[src/rtl/multicycle_control_if.sv]
// Control bus between the multi-cycle sequencer and the MIPS datapath.
// master = sequencer (drives strobes/selects), slave = datapath (drives IR fields, status, mem_ready).
interface multicycle_control_if;
   logic [5:0] opcode;
   logic [5:0] funct;
   logic [1:0] status;
   logic       mem_ready;
   logic       pc_write;
   logic       pc_write_cond;
   logic [1:0] iord;
   logic       mem_read;
   logic       mem_write;
   logic       ir_write;
   logic [1:0] reg_dest;
   logic       reg_write;
   logic [2:0] wd_sel;
   logic       alu_src_a;
   logic [1:0] alu_src_b;
   logic [1:0] alu_op;
   logic [1:0] pc_source;

   modport master (
      input  opcode, funct, status, mem_ready,
      output pc_write, pc_write_cond, iord, mem_read, mem_write,
      output ir_write, reg_dest, reg_write, wd_sel,
      output alu_src_a, alu_src_b, alu_op, pc_source
   );

   modport slave (
      output opcode, funct, status, mem_ready,
      input  pc_write, pc_write_cond, iord, mem_read, mem_write,
      input  ir_write, reg_dest, reg_write, wd_sel,
      input  alu_src_a, alu_src_b, alu_op, pc_source
   );
endinterface

[src/rtl/multicycle_control.sv]
// Moore multi-cycle sequencer for the MIPS datapath: shared memory port, ALU, regfile.
// Ports: clk_i, rst_n_i (sync, active low), bus (control interface), state_o, trap_o, retired_o.
module multicycle_control #(
   parameter int unsigned WAIT_LIMIT = 16,
   parameter int unsigned COUNT_W    = 32
) (
   input  logic               clk_i,
   input  logic               rst_n_i,
   multicycle_control_if.master bus,
   output logic [3:0]         state_o,
   output logic [1:0]         trap_o,
   output logic [COUNT_W-1:0] retired_o
);

   typedef enum logic [3:0] {
      S_FETCH    = 4'd0,
      S_DECODE   = 4'd1,
      S_MEMADR   = 4'd2,
      S_MEMRD    = 4'd3,
      S_MEMWB    = 4'd4,
      S_MEMWR    = 4'd5,
      S_RTYPE_EX = 4'd6,
      S_RTYPE_WB = 4'd7,
      S_BEQ      = 4'd8,
      S_BNEAL    = 4'd9,
      S_BALRN    = 4'd10,
      S_JMEM_RD  = 4'd11,
      S_JMP_MDR  = 4'd12,
      S_ORI_EX   = 4'd13,
      S_ORI_WB   = 4'd14,
      S_ILLEGAL  = 4'd15
   } state_t;

   localparam int unsigned WW =
      (WAIT_LIMIT < 2) ? 1 : $clog2(WAIT_LIMIT + 1);
   localparam logic [WW-1:0] LIM_M1 =
      WW'((WAIT_LIMIT == 0) ? 0 : WAIT_LIMIT - 1);

   state_t             state_q, state_d;
   logic [1:0]         trap_q, trap_d;
   logic [WW-1:0]      wait_q, wait_d;
   logic [COUNT_W-1:0] retired_q, retired_d;

   logic is_lw, is_sw, is_r, is_beq;
   logic is_bneal, is_jrs, is_ori;
   logic mem_st, timeout;

   assign is_lw    = bus.opcode == 6'b100011;
   assign is_sw    = bus.opcode == 6'b101011;
   assign is_r     = bus.opcode == 6'b000000;
   assign is_beq   = bus.opcode == 6'b000100;
   assign is_bneal = bus.opcode == 6'b101101;
   assign is_jrs   = bus.opcode == 6'b010010;
   assign is_ori   = bus.opcode == 6'b001101;

   assign mem_st = (state_q == S_FETCH) || (state_q == S_MEMRD) ||
                   (state_q == S_MEMWR) || (state_q == S_JMEM_RD);

   // Timeout fires on the WAIT_LIMIT-th consecutive waiting cycle;
   // a ready in that same cycle completes the access instead.
   assign timeout = mem_st && !bus.mem_ready &&
                    (WAIT_LIMIT != 0) && (wait_q == LIM_M1);

   always_ff @(posedge clk_i) begin
      if (!rst_n_i) begin
         state_q   <= S_FETCH;
         trap_q    <= 2'b00;
         wait_q    <= '0;
         retired_q <= '0;
      end else begin
         state_q   <= state_d;
         trap_q    <= trap_d;
         wait_q    <= wait_d;
         retired_q <= retired_d;
      end
   end

   always_comb begin
      state_d   = state_q;
      trap_d    = trap_q;
      wait_d    = wait_q;
      retired_d = retired_q;
      unique case (state_q)
         S_FETCH:
            if (bus.mem_ready) state_d = S_DECODE;
         S_DECODE: begin
            unique case (1'b1)
               is_lw, is_sw: state_d = S_MEMADR;
               is_r: begin
                  if (bus.funct == 6'b010111)
                     state_d = S_BALRN;
                  else if (bus.funct == 6'b100010)
                     state_d = S_JMEM_RD;
                  else
                     state_d = S_RTYPE_EX;
               end
               is_beq:   state_d = S_BEQ;
               is_bneal: state_d = S_BNEAL;
               is_jrs:   state_d = S_JMEM_RD;
               is_ori:   state_d = S_ORI_EX;
               default: begin
                  state_d = S_ILLEGAL;
                  trap_d  = 2'b01;
               end
            endcase
         end
         S_MEMADR:
            state_d = is_sw ? S_MEMWR : S_MEMRD;
         S_MEMRD:
            if (bus.mem_ready) state_d = S_MEMWB;
         S_MEMWB:    state_d = S_FETCH;
         S_MEMWR:
            if (bus.mem_ready) state_d = S_FETCH;
         S_RTYPE_EX: state_d = S_RTYPE_WB;
         S_RTYPE_WB: state_d = S_FETCH;
         S_BEQ:      state_d = S_FETCH;
         S_BNEAL:    state_d = S_FETCH;
         S_BALRN:    state_d = S_FETCH;
         S_JMEM_RD:
            if (bus.mem_ready) state_d = S_JMP_MDR;
         S_JMP_MDR:  state_d = S_FETCH;
         S_ORI_EX:   state_d = S_ORI_WB;
         S_ORI_WB:   state_d = S_FETCH;
         S_ILLEGAL:  state_d = S_ILLEGAL;
         default:    state_d = S_ILLEGAL;
      endcase

      if (timeout) begin
         state_d = S_ILLEGAL;
         trap_d  = 2'b10;
      end

      // Count only while parked in a memory state; any move clears it.
      if (mem_st && state_d == state_q)
         wait_d = wait_q + WW'(1);
      else
         wait_d = '0;

      if (state_q != S_FETCH && state_d == S_FETCH)
         retired_d = retired_q + COUNT_W'(1);
   end

   always_comb begin
      bus.pc_write      = 1'b0;
      bus.pc_write_cond = 1'b0;
      bus.iord          = 2'b00;
      bus.mem_read      = 1'b0;
      bus.mem_write     = 1'b0;
      bus.ir_write      = 1'b0;
      bus.reg_dest      = 2'b00;
      bus.reg_write     = 1'b0;
      bus.wd_sel        = 3'b000;
      bus.alu_src_a     = 1'b0;
      bus.alu_src_b     = 2'b00;
      bus.alu_op        = 2'b00;
      bus.pc_source     = 2'b00;
      unique case (state_q)
         S_FETCH: begin
            bus.mem_read  = 1'b1;
            bus.alu_src_b = 2'b01;
            bus.ir_write  = bus.mem_ready;
            bus.pc_write  = bus.mem_ready;
         end
         S_DECODE:
            bus.alu_src_b = 2'b11;
         S_MEMADR: begin
            bus.alu_src_a = 1'b1;
            bus.alu_src_b = 2'b10;
         end
         S_MEMRD: begin
            bus.iord     = 2'b01;
            bus.mem_read = 1'b1;
         end
         S_MEMWB: begin
            bus.reg_write = 1'b1;
            bus.wd_sel    = 3'b011;
         end
         S_MEMWR: begin
            bus.iord      = 2'b01;
            bus.mem_write = 1'b1;
         end
         S_RTYPE_EX: begin
            bus.alu_src_a = 1'b1;
            bus.alu_op    = 2'b10;
         end
         S_RTYPE_WB: begin
            bus.reg_dest  = 2'b01;
            bus.reg_write = 1'b1;
            bus.wd_sel    = (bus.funct == 6'b000000) ?
                            3'b001 : 3'b000;
         end
         S_BEQ: begin
            bus.alu_src_a     = 1'b1;
            bus.alu_op        = 2'b01;
            bus.pc_write_cond = 1'b1;
            bus.pc_source     = 2'b01;
         end
         S_BNEAL: begin
            bus.alu_src_a = 1'b1;
            bus.alu_op    = 2'b01;
            if (!bus.status[1]) begin
               bus.pc_write  = 1'b1;
               bus.pc_source = 2'b01;
               bus.reg_write = 1'b1;
               bus.reg_dest  = 2'b10;
               bus.wd_sel    = 3'b100;
            end
         end
         S_BALRN: begin
            if (bus.status[0]) begin
               bus.pc_write  = 1'b1;
               bus.pc_source = 2'b10;
               bus.reg_write = 1'b1;
               bus.reg_dest  = 2'b10;
               bus.wd_sel    = 3'b100;
            end
         end
         S_JMEM_RD: begin
            bus.iord     = 2'b10;
            bus.mem_read = 1'b1;
         end
         S_JMP_MDR: begin
            bus.pc_write  = 1'b1;
            bus.pc_source = 2'b11;
            // jmsub links; jrs does not
            if (is_r) begin
               bus.reg_write = 1'b1;
               bus.reg_dest  = 2'b10;
               bus.wd_sel    = 3'b100;
            end
         end
         S_ORI_EX: begin
            bus.alu_src_a = 1'b1;
            bus.alu_src_b = 2'b10;
            bus.alu_op    = 2'b11;
         end
         S_ORI_WB: begin
            bus.reg_write = 1'b1;
            bus.wd_sel    = 3'b010;
         end
         S_ILLEGAL: ;
         default: ;
      endcase

      // Hold every strobe low during reset so an aborted
      // instruction cannot write anything.
      if (!rst_n_i) begin
         bus.pc_write      = 1'b0;
         bus.pc_write_cond = 1'b0;
         bus.mem_read      = 1'b0;
         bus.mem_write     = 1'b0;
         bus.ir_write      = 1'b0;
         bus.reg_write     = 1'b0;
      end
   end

   assign state_o   = state_q;
   assign trap_o    = trap_q;
   assign retired_o = retired_q;

endmodule

[src/flat_wrapper.sv]
// flat-port wrapper written by rule: the top's interface ports become plain ports
module multicycle_control_flat 
#(
   parameter int unsigned WAIT_LIMIT = 16,
   parameter int unsigned COUNT_W    = 32
)
  (clk_i, rst_n_i, state_o, trap_o, retired_o, bus_opcode, bus_funct, bus_status, bus_mem_ready, bus_pc_write, bus_pc_write_cond, bus_iord, bus_mem_read, bus_mem_write, bus_ir_write, bus_reg_dest, bus_reg_write, bus_wd_sel, bus_alu_src_a, bus_alu_src_b, bus_alu_op, bus_pc_source);
  multicycle_control_if bus_i ();
  input  logic clk_i;
  input  logic rst_n_i;
  output logic [3:0] state_o;
  output logic [1:0] trap_o;
  output logic [COUNT_W-1:0] retired_o;
  input wire logic [$bits(bus_i.opcode)-1:0] bus_opcode;
  input wire logic [$bits(bus_i.funct)-1:0] bus_funct;
  input wire logic [$bits(bus_i.status)-1:0] bus_status;
  input wire logic [$bits(bus_i.mem_ready)-1:0] bus_mem_ready;
  output wire logic [$bits(bus_i.pc_write)-1:0] bus_pc_write;
  output wire logic [$bits(bus_i.pc_write_cond)-1:0] bus_pc_write_cond;
  output wire logic [$bits(bus_i.iord)-1:0] bus_iord;
  output wire logic [$bits(bus_i.mem_read)-1:0] bus_mem_read;
  output wire logic [$bits(bus_i.mem_write)-1:0] bus_mem_write;
  output wire logic [$bits(bus_i.ir_write)-1:0] bus_ir_write;
  output wire logic [$bits(bus_i.reg_dest)-1:0] bus_reg_dest;
  output wire logic [$bits(bus_i.reg_write)-1:0] bus_reg_write;
  output wire logic [$bits(bus_i.wd_sel)-1:0] bus_wd_sel;
  output wire logic [$bits(bus_i.alu_src_a)-1:0] bus_alu_src_a;
  output wire logic [$bits(bus_i.alu_src_b)-1:0] bus_alu_src_b;
  output wire logic [$bits(bus_i.alu_op)-1:0] bus_alu_op;
  output wire logic [$bits(bus_i.pc_source)-1:0] bus_pc_source;
  assign bus_i.opcode = bus_opcode;
  assign bus_i.funct = bus_funct;
  assign bus_i.status = bus_status;
  assign bus_i.mem_ready = bus_mem_ready;
  assign bus_pc_write = bus_i.pc_write;
  assign bus_pc_write_cond = bus_i.pc_write_cond;
  assign bus_iord = bus_i.iord;
  assign bus_mem_read = bus_i.mem_read;
  assign bus_mem_write = bus_i.mem_write;
  assign bus_ir_write = bus_i.ir_write;
  assign bus_reg_dest = bus_i.reg_dest;
  assign bus_reg_write = bus_i.reg_write;
  assign bus_wd_sel = bus_i.wd_sel;
  assign bus_alu_src_a = bus_i.alu_src_a;
  assign bus_alu_src_b = bus_i.alu_src_b;
  assign bus_alu_op = bus_i.alu_op;
  assign bus_pc_source = bus_i.pc_source;
  multicycle_control #(.WAIT_LIMIT(WAIT_LIMIT), .COUNT_W(COUNT_W)) u_core (.clk_i(clk_i), .rst_n_i(rst_n_i), .bus(bus_i), .state_o(state_o), .trap_o(trap_o), .retired_o(retired_o));
endmodule
[config.mk]
export PLATFORM = sky130hd
export DESIGN_NAME = multicycle_control_flat
export DESIGN_NICKNAME = d
export VERILOG_FILES = /design/src/rtl/multicycle_control_if.sv /design/src/rtl/multicycle_control.sv /design/src/flat_wrapper.sv
export SDC_FILE = /design/constraint.sdc
export NUM_CORES = 1
export LEC_CHECK = 0
export CORE_ASPECT_RATIO = 0.9
export CORE_MARGIN = 5
export CORE_UTILIZATION = 27
export CTS_CLUSTER_SIZE = 28
export DETAILED_ROUTE_END_ITERATION = 8
export PLACE_DENSITY = 0.45
export SLEW_MARGIN = 20
export SYNTH_ARGS = -nofsm -noshare
export SYNTH_HDL_FRONTEND = slang
export SYNTH_SLANG_ARGS = --single-unit
export TNS_END_PERCENT = 1
[constraint.sdc]
create_clock -name clk_i -period 4.7 [get_ports clk_i]
set_input_delay 1.41 -clock clk_i [delete_from_list [all_inputs] [get_ports clk_i]]
set_output_delay 1.41 -clock clk_i [all_outputs]
set_load 0.02 [all_outputs]
==> flow_summary.json, run 1 <==
{
  "dp_hpwl_um": 7601,
  "crit_type": "in -> out",
  "design.die.area_um2": 14530,
  "worst_clock_skew_ns": 0.008099,
  "cts_buffer_depth": 2,
  "synth.ff_latch_count": 43,
  "syn_inst": 418,
  "use_met2": 0.2370,
  "power_switching_share": 0.4488,
  "dp_cells": 651,
  "mostFrequentLayoutCells": "69 x clkdlybuf4s50_1, 53 x nand2_1, 43 x dfxtp_1, 37 x nand2b_1, 30 x mux2i_1",
  "drv_cap": 0,
  "period_needed_ns": 4.534,
  "max_slew_margin": 0.4336,
  "avgViaCountPerCell": 5.036,
  "tns_ns": 0,
  "num_vias": 3319,
  "drt_wl_total_um": 10140,
  "drt_iter0_markers": 149,
  "grt_max_degree": 37,
  "cp_max_fo": 2,
  "share_seq_of_total_power": 0.245,
  "worstPathRequired_ns": 3.29,
  "root_buffer": "clkbuf_16",
  "fp-row-count": 38,
  "synth-edff-count": 0,
  "switchingPower_mw": 0.8268,
  "synth_ff_type": "dfxtp_1",
  "busiest_layer": "met2",
  "die_h_um": 114.9,
  "cp-start-kind": "primary input",
  "layout-drive-gt1-share": 0.1483,
  "worstMarginPinSlew_ns": 0.8484,
  "start_util": 0.2743,
  "yosysWarnings": 0,
  "fin_cells": 659,
  "area_delta_synth_final_pct": 35.57,
  "p_per_area_nw_per_um2": 411.8,
  "pwr-share-comb": 0.527,
  "power.internal_mw": 1.015,
  "portBuffers": 74,
  "period_share": 0.9647,
  "cts_tree": "built",
  "fin_ws_ns": 0.1660,
  "hp-class": "reg -> reg",
  "synthArstFlopShare": 0,
  "antenna_found_initial": 0,
  "cp-end-kind": "output port",
  "synth_nets": 438,
  "final_common_cell": "clkdlybuf4s50_1",
  "antenna_left": 0,
  "met3_usage": 0.02090,
  "grt_pass1_vias": 3243,
  "place_ws_ns": -0.2605,
  "grt_pass1_wl_um": 16680,
  "hold_violations": 0,
  "grt_setup_unrepaired": "no",
  "synth.distinct_cells": 58,
  "setup_violations": 0,
  "synth.cell_area_um2": 3299,
  "clkLatencyLatePin_ns": 0.29,
  "post_drt_wl_per_cell_um": 15.39,
  "numCtsBuffers": 5,
  "ir_drop_mv": 0.2476,
  "overflow": 0,
  "avgSynthCellArea_um2": 7.893,
  "slew_violations": 0,
  "globalplace.congestion": 0.8178,
  "htree_levels": 2,
  "use_met1": 0.1875,
  "io_pins": 75,
  "drc": 0,
  "clkSinkCount": 43,
  "cts.clk_slew.worst_paths_ns": 0.07,
  "n_antenna_cell": 0,
  "fin_nets": 518,
  "grtUsageTotal": 0.1391,
  "power_leakage_nw": 1.517,
  "outcome": "complete, no violations",
  "drtPass1Iterations": 4,
  "worstPathArrival_ns": 3.12,
  "seq_area_frac_synth": 0.2609,
  "core_um2": 12030,
  "max_freq_mhz": 220.6,
  "clockPowerShare": 0.228,
  "die_x_um": 126.5
}
per-stage QoR:
stage / cell area (um^2) / power [mW] / util / hold WS, ns
finish: 4473 / 1.842 / 0.3719 / 0.4515
global route: 4473 / 1.968 / 0.3719 / 0.4714
CTS: 4483 / 1.869 / 0.3727 / 0.4549
detailed placement: 4310 / 1.446 / 0.3583 / 0.4450
global placement: 4310 / 1.440 / 0.3583 / 0.4303
floorplan: 3299 / 1.113 / - / 0.4175
routing by layer:
layer | vias up | share of wire
met1 | 1584 | 0.49
li1 | 1682 | -
met5 | - | 0
met4 | 0 | 0.0086
met3 | 4 | 0.032
met2 | 49 | 0.47
timing repair:
action	4_1_cts	5_1_grt
setup endpoints to repair	4	4
gates resized for setup	4	7
hold buffers	0	0
gates cloned	0	0
setup buffers	0	0
registers in the layout, indices dropped and copies added (netlist names):
name / count
u_core.retired_o: 32
u_core.state_o: 4
u_core.trap_o: 2
u_core.wait_q: 5
cell families (layout without fill, tap and decap cells):
kind of cell,after synthesis,after routing,share of synthesized area
adder cells (fa/ha/maj),3,3,0.01138
buffers and inverters,39,120,0.05347
XOR/XNOR,5,5,0.01328
AO/OA/AOI/OAI,56,56,0.1198
AND/OR/NAND/NOR,242,242,0.4501
multiplexers,30,30,0.09101
flip-flops,43,43,0.2609
layout make-up:
cell class / instances / area [um^2]
well taps: 160 / 200.2
clock inverters: 2 / 38.79
fillers: 1264 / 7556
multi-input cells: 336 / 2262
repair buffers: 103 / 938.4
clock buffers: 6 / 138.9
inverters: 9 / 33.78
flip-flops and latches: 43 / 860.8
power by group through the flow:
stage / Combinational [mW] / Clock (mW) / Sequential, mW
global route: 1.06 / 0.448 / 0.458
floorplan: 0.674 / 0 / 0.439
finish: 0.972 / 0.419 / 0.451
CTS: 0.983 / 0.434 / 0.453
global placement: 0.979 / 0 / 0.461
detailed placement: 0.985 / 0 / 0.461
critical path, stage by stage:
cell	delay [ns]
clkdlybuf4s50_1	0.44
nor4_2	0.31
and2_1	0.21
nand2b_1	0.07
a21oi_1	0.21
o21a_1	0.17
clkdlybuf4s15_1	0.30
synthesized netlist by cell type, types with 7 or more instances:
master	count	area share
mux2i_1	30	0.091
o21a_1	7	0.016
and3_1	12	0.023
buf_2	9	0.014
clkbuf_1	15	0.017
a21oi_1	14	0.021
nor3_1	16	0.024
nor4_2	24	0.091
nand4_1	14	0.027
nand2_1	53	0.060
inv_1	8	0.0091
nand2b_1	37	0.070
dfxtp_1	43	0.26
nor2_1	25	0.028
o21ai_0	7	0.011
nand3_1	21	0.032
final timing paths:
check | end | start | cells past startpoint | slack (ns)
setup / recovery | bus_wd_sel[2] | bus_opcode[0] | 7 | 0.17
hold / removal | u_core.wait_q[0] | u_core.wait_q[0] | 1 | 0.45
hold reg to reg | u_core.wait_q[0] | u_core.wait_q[0] | 1 | 0.45
setup reg to reg | u_core.retired_o[0] | u_core.state_o[1] | 8 | 1.65
Note: power is estimated with default switching activity, not from simulation.
==> run 2: changes to the inputs <==
clock period = 4.4 ns   (was 4.7 ns; I/O delays follow)
==> run 2 against run 1 <==
  * Die area unchanged
  * Non-clock buffer count increased by 1
  * Design area increased by 0.67%
  * Sequential power increased by 5.5%
  * First-iteration DRC count decreased by 4.0%
  * Combinational power increased by 11%
  * Wire length increased by 1.1%
  * Setup slack got worse by 0.086 ns
  * Final cell count increased by 0.15%
  * Register-to-register slack got worse by 0.19 ns
  * Global-route usage increased by 0.25 points
  * Sequential share of layout area decreased by 0.13 points
==> flow_summary.json, run 2 (synthesized netlist as in run 1, its figures left out) <==
{
  "p_total_mw": 1.988,
  "period_share": 0.9818,
  "n_antenna_cell": 0,
  "crit_path_start": "bus_opcode[1]",
  "drv_cap": 0,
  "r2r_setup_slack_ns": 1.46,
  "hp-class": "reg -> reg",
  "cts_buffer_depth": 2,
  "crit_type": "in -> out",
  "io_pins": 75,
  "globalplace.congestion": 0.8149,
  "htree_levels": 2,
  "rr_endpoint": "u_core.retired_o[1]",
  "avgViaCountPerCell": 5.070,
  "register_area_um2": 860.8,
  "placed_area_um2": 4315,
  "hold_violations": 0,
  "cts_tree": "built",
  "die_x_um": 126.5,
  "period_needed_ns": 4.320,
  "fin_cells": 660,
  "start_util": 0.2743,
  "post_drt_wl_per_cell_um": 15.53,
  "slew_violations": 0,
  "worstPathArrival_ns": 3.00,
  "dp_hpwl_um": 7473,
  "grtUsageTotal": 0.1416,
  "fin_nets": 519,
  "max_freq_mhz": 231.5,
  "numCtsBuffers": 5,
  "cp-end-kind": "output port",
  "hold_buffers": 0,
  "cp_max_fo": 2,
  "setup_violations": 0,
  "drtPass1Iterations": 4,
  "outcome": "complete, no violations",
  "dp_cells": 650,
  "antenna_found_initial": 0,
  "fp-row-count": 38,
  "grt_pass1_wl_um": 17080,
  "portBuffers": 74,
  "max_slew_margin": 0.4267,
  "cts.clk_slew.worst_paths_ns": 0.06,
  "design.die.area_um2": 14530,
  "multi_input_area_um2": 2277,
  "largest_register_ffs": 32,
  "r2r_start": "u_core.wait_q[0]",
  "finalInstanceArea_um2": 4503,
  "p_per_area_nw_per_um2": 441.4,
  "antenna_left": 0,
  "core_um2": 12030,
  "overflow": 0,
  "ir_drop_mv": 0.2604,
  "whs_path_depth": 1,
  "drt_wl_total_um": 10250,
  "die_h_um": 114.9,
  "grt_pass1_vias": 3281,
  "root_buffer": "clkbuf_16",
  "power_leakage_nw": 1.540,
  "worstMarginPinSlew_ns": 0.8588,
  "fillers": 1228,
  "clkSinkCount": 43,
  "drc": 0,
  "mostFrequentLayoutCells": "68 x clkdlybuf4s50_1, 53 x nand2_1, 43 x dfxtp_1, 37 x nand2b_1, 30 x mux2i_1",
  "clkLatencyLatePin_ns": 0.28,
  "worstSetupEndpoint": "bus_wd_sel[2]",
  "cp-start-kind": "primary input",
  "layout-drive-gt1-share": 0.1540,
  "grt_max_degree": 62,
  "worst_clock_skew_ns": 0.006006,
  "num_vias": 3346,
  "worstPathRequired_ns": 3.08,
  "drt_iter0_markers": 143,
  "area_delta_synth_final_pct": 36.48,
  "reg2reg_depth": 10,
  "final_common_cell": "clkdlybuf4s50_1"
}
[run 2: area by class of cell]
class	count	area share
inverter	9	0.007502
clock inverter	3	0.01028
multi-input combinational	336	0.5057
sequential	43	0.1912
timing repair buffer	104	0.2131
tap	160	0.04446
clock buffer	5	0.02779
[run 2: worst max-delay path, cell delays in order]
cell             delay, ns
clkdlybuf4s50_1       0.47
nor4_4                0.30
and2_4                0.20
nand2b_1              0.07
a21oi_2               0.16
o21a_1                0.16
dlygate4sd2_1         0.33
[run 2: timing repair]
| item | 4_1_cts | 5_1_grt |
|---|---|---|
| pin swaps | 1 | 2 |
| setup buffers | 0 | 2 |
| cloned | 0 | 0 |
| setup endpoints to repair | 4 | 3 |
| resized for setup | 11 | 5 |
[run 2: worst min path at each step]
stage                           startpoint               end
after global placement    u_core.wait_q[0]  u_core.wait_q[0]
after floorplan           u_core.wait_q[0]  u_core.wait_q[0]
after global routing      u_core.wait_q[0]  u_core.wait_q[0]
after detailed placement  u_core.wait_q[0]  u_core.wait_q[0]
final                     u_core.wait_q[0]  u_core.wait_q[0]
after CTS                 u_core.wait_q[0]  u_core.wait_q[0]
[run 2: power by group]
group / total (mW) / internal (mW) / leakage (nW) / switching [mW]
sequential: 0.476 / 0.414 / 0.347 / 0.0625
combinational: 1.08 / 0.404 / 1.11 / 0.675
clock: 0.433 / 0.270 / 0.0804 / 0.163
[run 2: per-layer routing]
layer,track usage,vias up,part of all wire
met1,0.2055,1578,0.49
met4,0.02502,0,0.011
li1,-,1679,-
met3,0.02229,11,0.045
met5,0,-,0
met2,0.2250,78,0.45
[run 2: per-stage QoR]
stage	TNS [ns]	hold slack, ns	setup slack, ns	util
2_1_floorplan	0	0.4175	0.4338	-
3_3_place_gp	-1.210	0.4307	-0.3476	0.3587
3_5_place_dp	-1.285	0.4473	-0.3721	0.3587
4_1_cts	-0.009697	0.4573	-0.009697	0.3728
5_1_grt	-0.01080	0.4702	-0.01080	0.3744
6_report	0	0.4502	0.07990	0.3744
==> run 3: changes to the inputs <==
CORE_MARGIN = 1   (was 5)
==> run 3 against run 2 <==
  * Wire length down 3.3%
  * Power down 0.75%
  * Combinational power about the same
  * Sequential share of layout area up 0.11 points
  * Clock skew up 0.0036 ns
  * Critical path type unchanged
  * Largest cell class unchanged
==> flow_summary.json, run 3 (synthesized netlist as in run 1, its figures left out) <==
{
  "outcome": "complete, no violations",
  "globalplace.congestion": 0.8065,
  "post_drt_wl_per_cell_um": 15.20,
  "design.die.area_um2": 12670,
  "ir_drop_mv": 0.2417,
  "power_switching_share": 0.4499,
  "drc": 0,
  "cts_tree": "built",
  "power_leakage_nw": 1.524,
  "worstPathRequired_ns": 3.08,
  "avgViaCountPerCell": 5.112,
  "crit_type": "in -> out",
  "crit_chain": "clkdlybuf4s50_1, or4_1, or4_1, a21oi_1, buf_4",
  "cp-end-kind": "output port",
  "largest_register_ffs": 32,
  "crit_slowest_cell": "or4_1",
  "fin_ws_ns": 0.05732,
  "hold_violations": 0,
  "use_met2": 0.2348,
  "cts.clk_slew.worst_paths_ns": 0.07,
  "cts_buffer_depth": 2,
  "grt_pass1_vias": 3077,
  "use_met1": 0.2343,
  "pwr-share-comb": 0.539,
  "core_um2": 11670,
  "multi_input_area_um2": 2277,
  "num_vias": 3333,
  "busiest_layer": "met2",
  "worst_clock_skew_ns": 0.009586,
  "io_pins": 75,
  "grt_setup_unrepaired": "yes",
  "max_stage_delay_ns": 0.53,
  "fillers": 1231,
  "place_ws_ns": -0.3810,
  "drtPass1Iterations": 4,
  "setup_violations": 0,
  "cts_setup_buffers": 0,
  "fin_nets": 515,
  "overflow": 0,
  "max_slew_margin": 0.4719,
  "numCtsBuffers": 5,
  "grtUsageTotal": 0.1562,
  "portBuffers": 74,
  "die_h_um": 106.9,
  "cp-start-kind": "primary input",
  "worstMarginPinSlew_ns": 0.7910,
  "p_per_area_nw_per_um2": 440.5,
  "hp-class": "reg -> reg",
  "drt_wl_total_um": 9910,
  "area_delta_synth_final_pct": 35.72,
  "period_needed_ns": 4.343,
  "finalInstanceArea_um2": 4478,
  "drv_cap": 0,
  "clkSinkCount": 43,
  "placed_area_um2": 4295,
  "antenna_found_initial": 0,
  "switchingPower_mw": 0.8876,
  "cp_max_fo": 2,
  "final_common_cell": "clkdlybuf4s50_1",
  "fp-row-count": 37,
  "layout-drive-gt1-share": 0.1472,
  "r2r_setup_slack_ns": 1.49,
  "period_share": 0.9870,
  "htree_levels": 2,
  "grt_max_degree": 62,
  "clockPowerShare": 0.229,
  "path_common_cell": "or4_1",
  "worstPathArrival_ns": 3.02,
  "grt_pass1_wl_um": 16240,
  "share_seq_of_total_power": 0.232,
  "mostFrequentLayoutCells": "68 x clkdlybuf4s50_1, 53 x nand2_1, 43 x dfxtp_1, 37 x nand2b_1, 30 x mux2i_1",
  "dp_hpwl_um": 7004,
  "max_freq_mhz": 230.3,
  "power.internal_mw": 1.085,
  "clkLatencyLatePin_ns": 0.28,
  "tns_ns": 0,
  "drt_iter0_markers": 229,
  "start_util": 0.2828,
  "slew_violations": 0,
  "die_x_um": 118.5,
  "antenna_left": 0,
  "root_buffer": "clkbuf_16",
  "register_area_um2": 860.8,
  "met3_usage": 0.02766,
  "holdWs_ns": 0.4447,
  "n_antenna_cell": 0
}
## run 3: final timing paths
path | startpoint | endpoint | cells after the start
setup / recovery | bus_funct[0] | bus_wd_sel[0] | 5
hold / removal | u_core.wait_q[0] | u_core.wait_q[0] | 1
setup reg to reg | u_core.state_o[1] | u_core.retired_o[13] | 8
hold reg to reg | u_core.wait_q[0] | u_core.wait_q[0] | 1
## run 3: worst max-delay path, delay by kind of cell
| kind | cells | cell delay [ns] |
|---|---|---|
| buffers and inverters | 2 | 0.57 |
| AO/OA/AOI/OAI | 1 | 0.18 |
| AND/OR/NAND/NOR | 2 | 0.95 |
## run 3: final cells by class
cell class / count / area share
well taps: 156 / 0.04359
clock inverters: 2 / 0.008662
flip-flops and latches: 43 / 0.1922
clock buffers: 6 / 0.03101
multi-input cells: 336 / 0.5085
repair buffers: 100 / 0.2084
inverters: 9 / 0.007544
## run 3: per-stage QoR
| step | cells | util | power (mW) |
|---|---|---|---|
| detailed placement | 644 | 0.3682 | 1.536 |
| global route | 652 | 0.3838 | 2.095 |
| floorplan | 418 | - | 1.189 |
| finish | 652 | 0.3838 | 1.973 |
| global placement | 644 | 0.3682 | 1.535 |
| CTS | 652 | 0.3831 | 1.988 |
## run 3: routing by layer
layer / share of wire / up-vias / routed length [um]
met2: 0.43 / 62 / 4233
met4: 0.0031 / 0 / 31
met1: 0.53 / 1603 / 5275
met5: 0 / - / 0
li1: - / 1666 / -
met3: 0.037 / 2 / 370
## run 3: power groups by stage
stage               Clock [mW]  Sequential [mW]  Combinational (mW)
floorplan                    0            0.469               0.719
global placement             0            0.465                1.07
detailed placement           0            0.467                1.07
CTS                      0.462            0.458                1.07
global route             0.478            0.463                1.16
finish                   0.451            0.458                1.06
## run 3: timing repair
action                     in CTS  in global routing
setup endpoints to repair       4                  5
resized for setup              11                  8
cloned                          0                  0
pin swaps                       0                  3
hold buffers                    0                  0
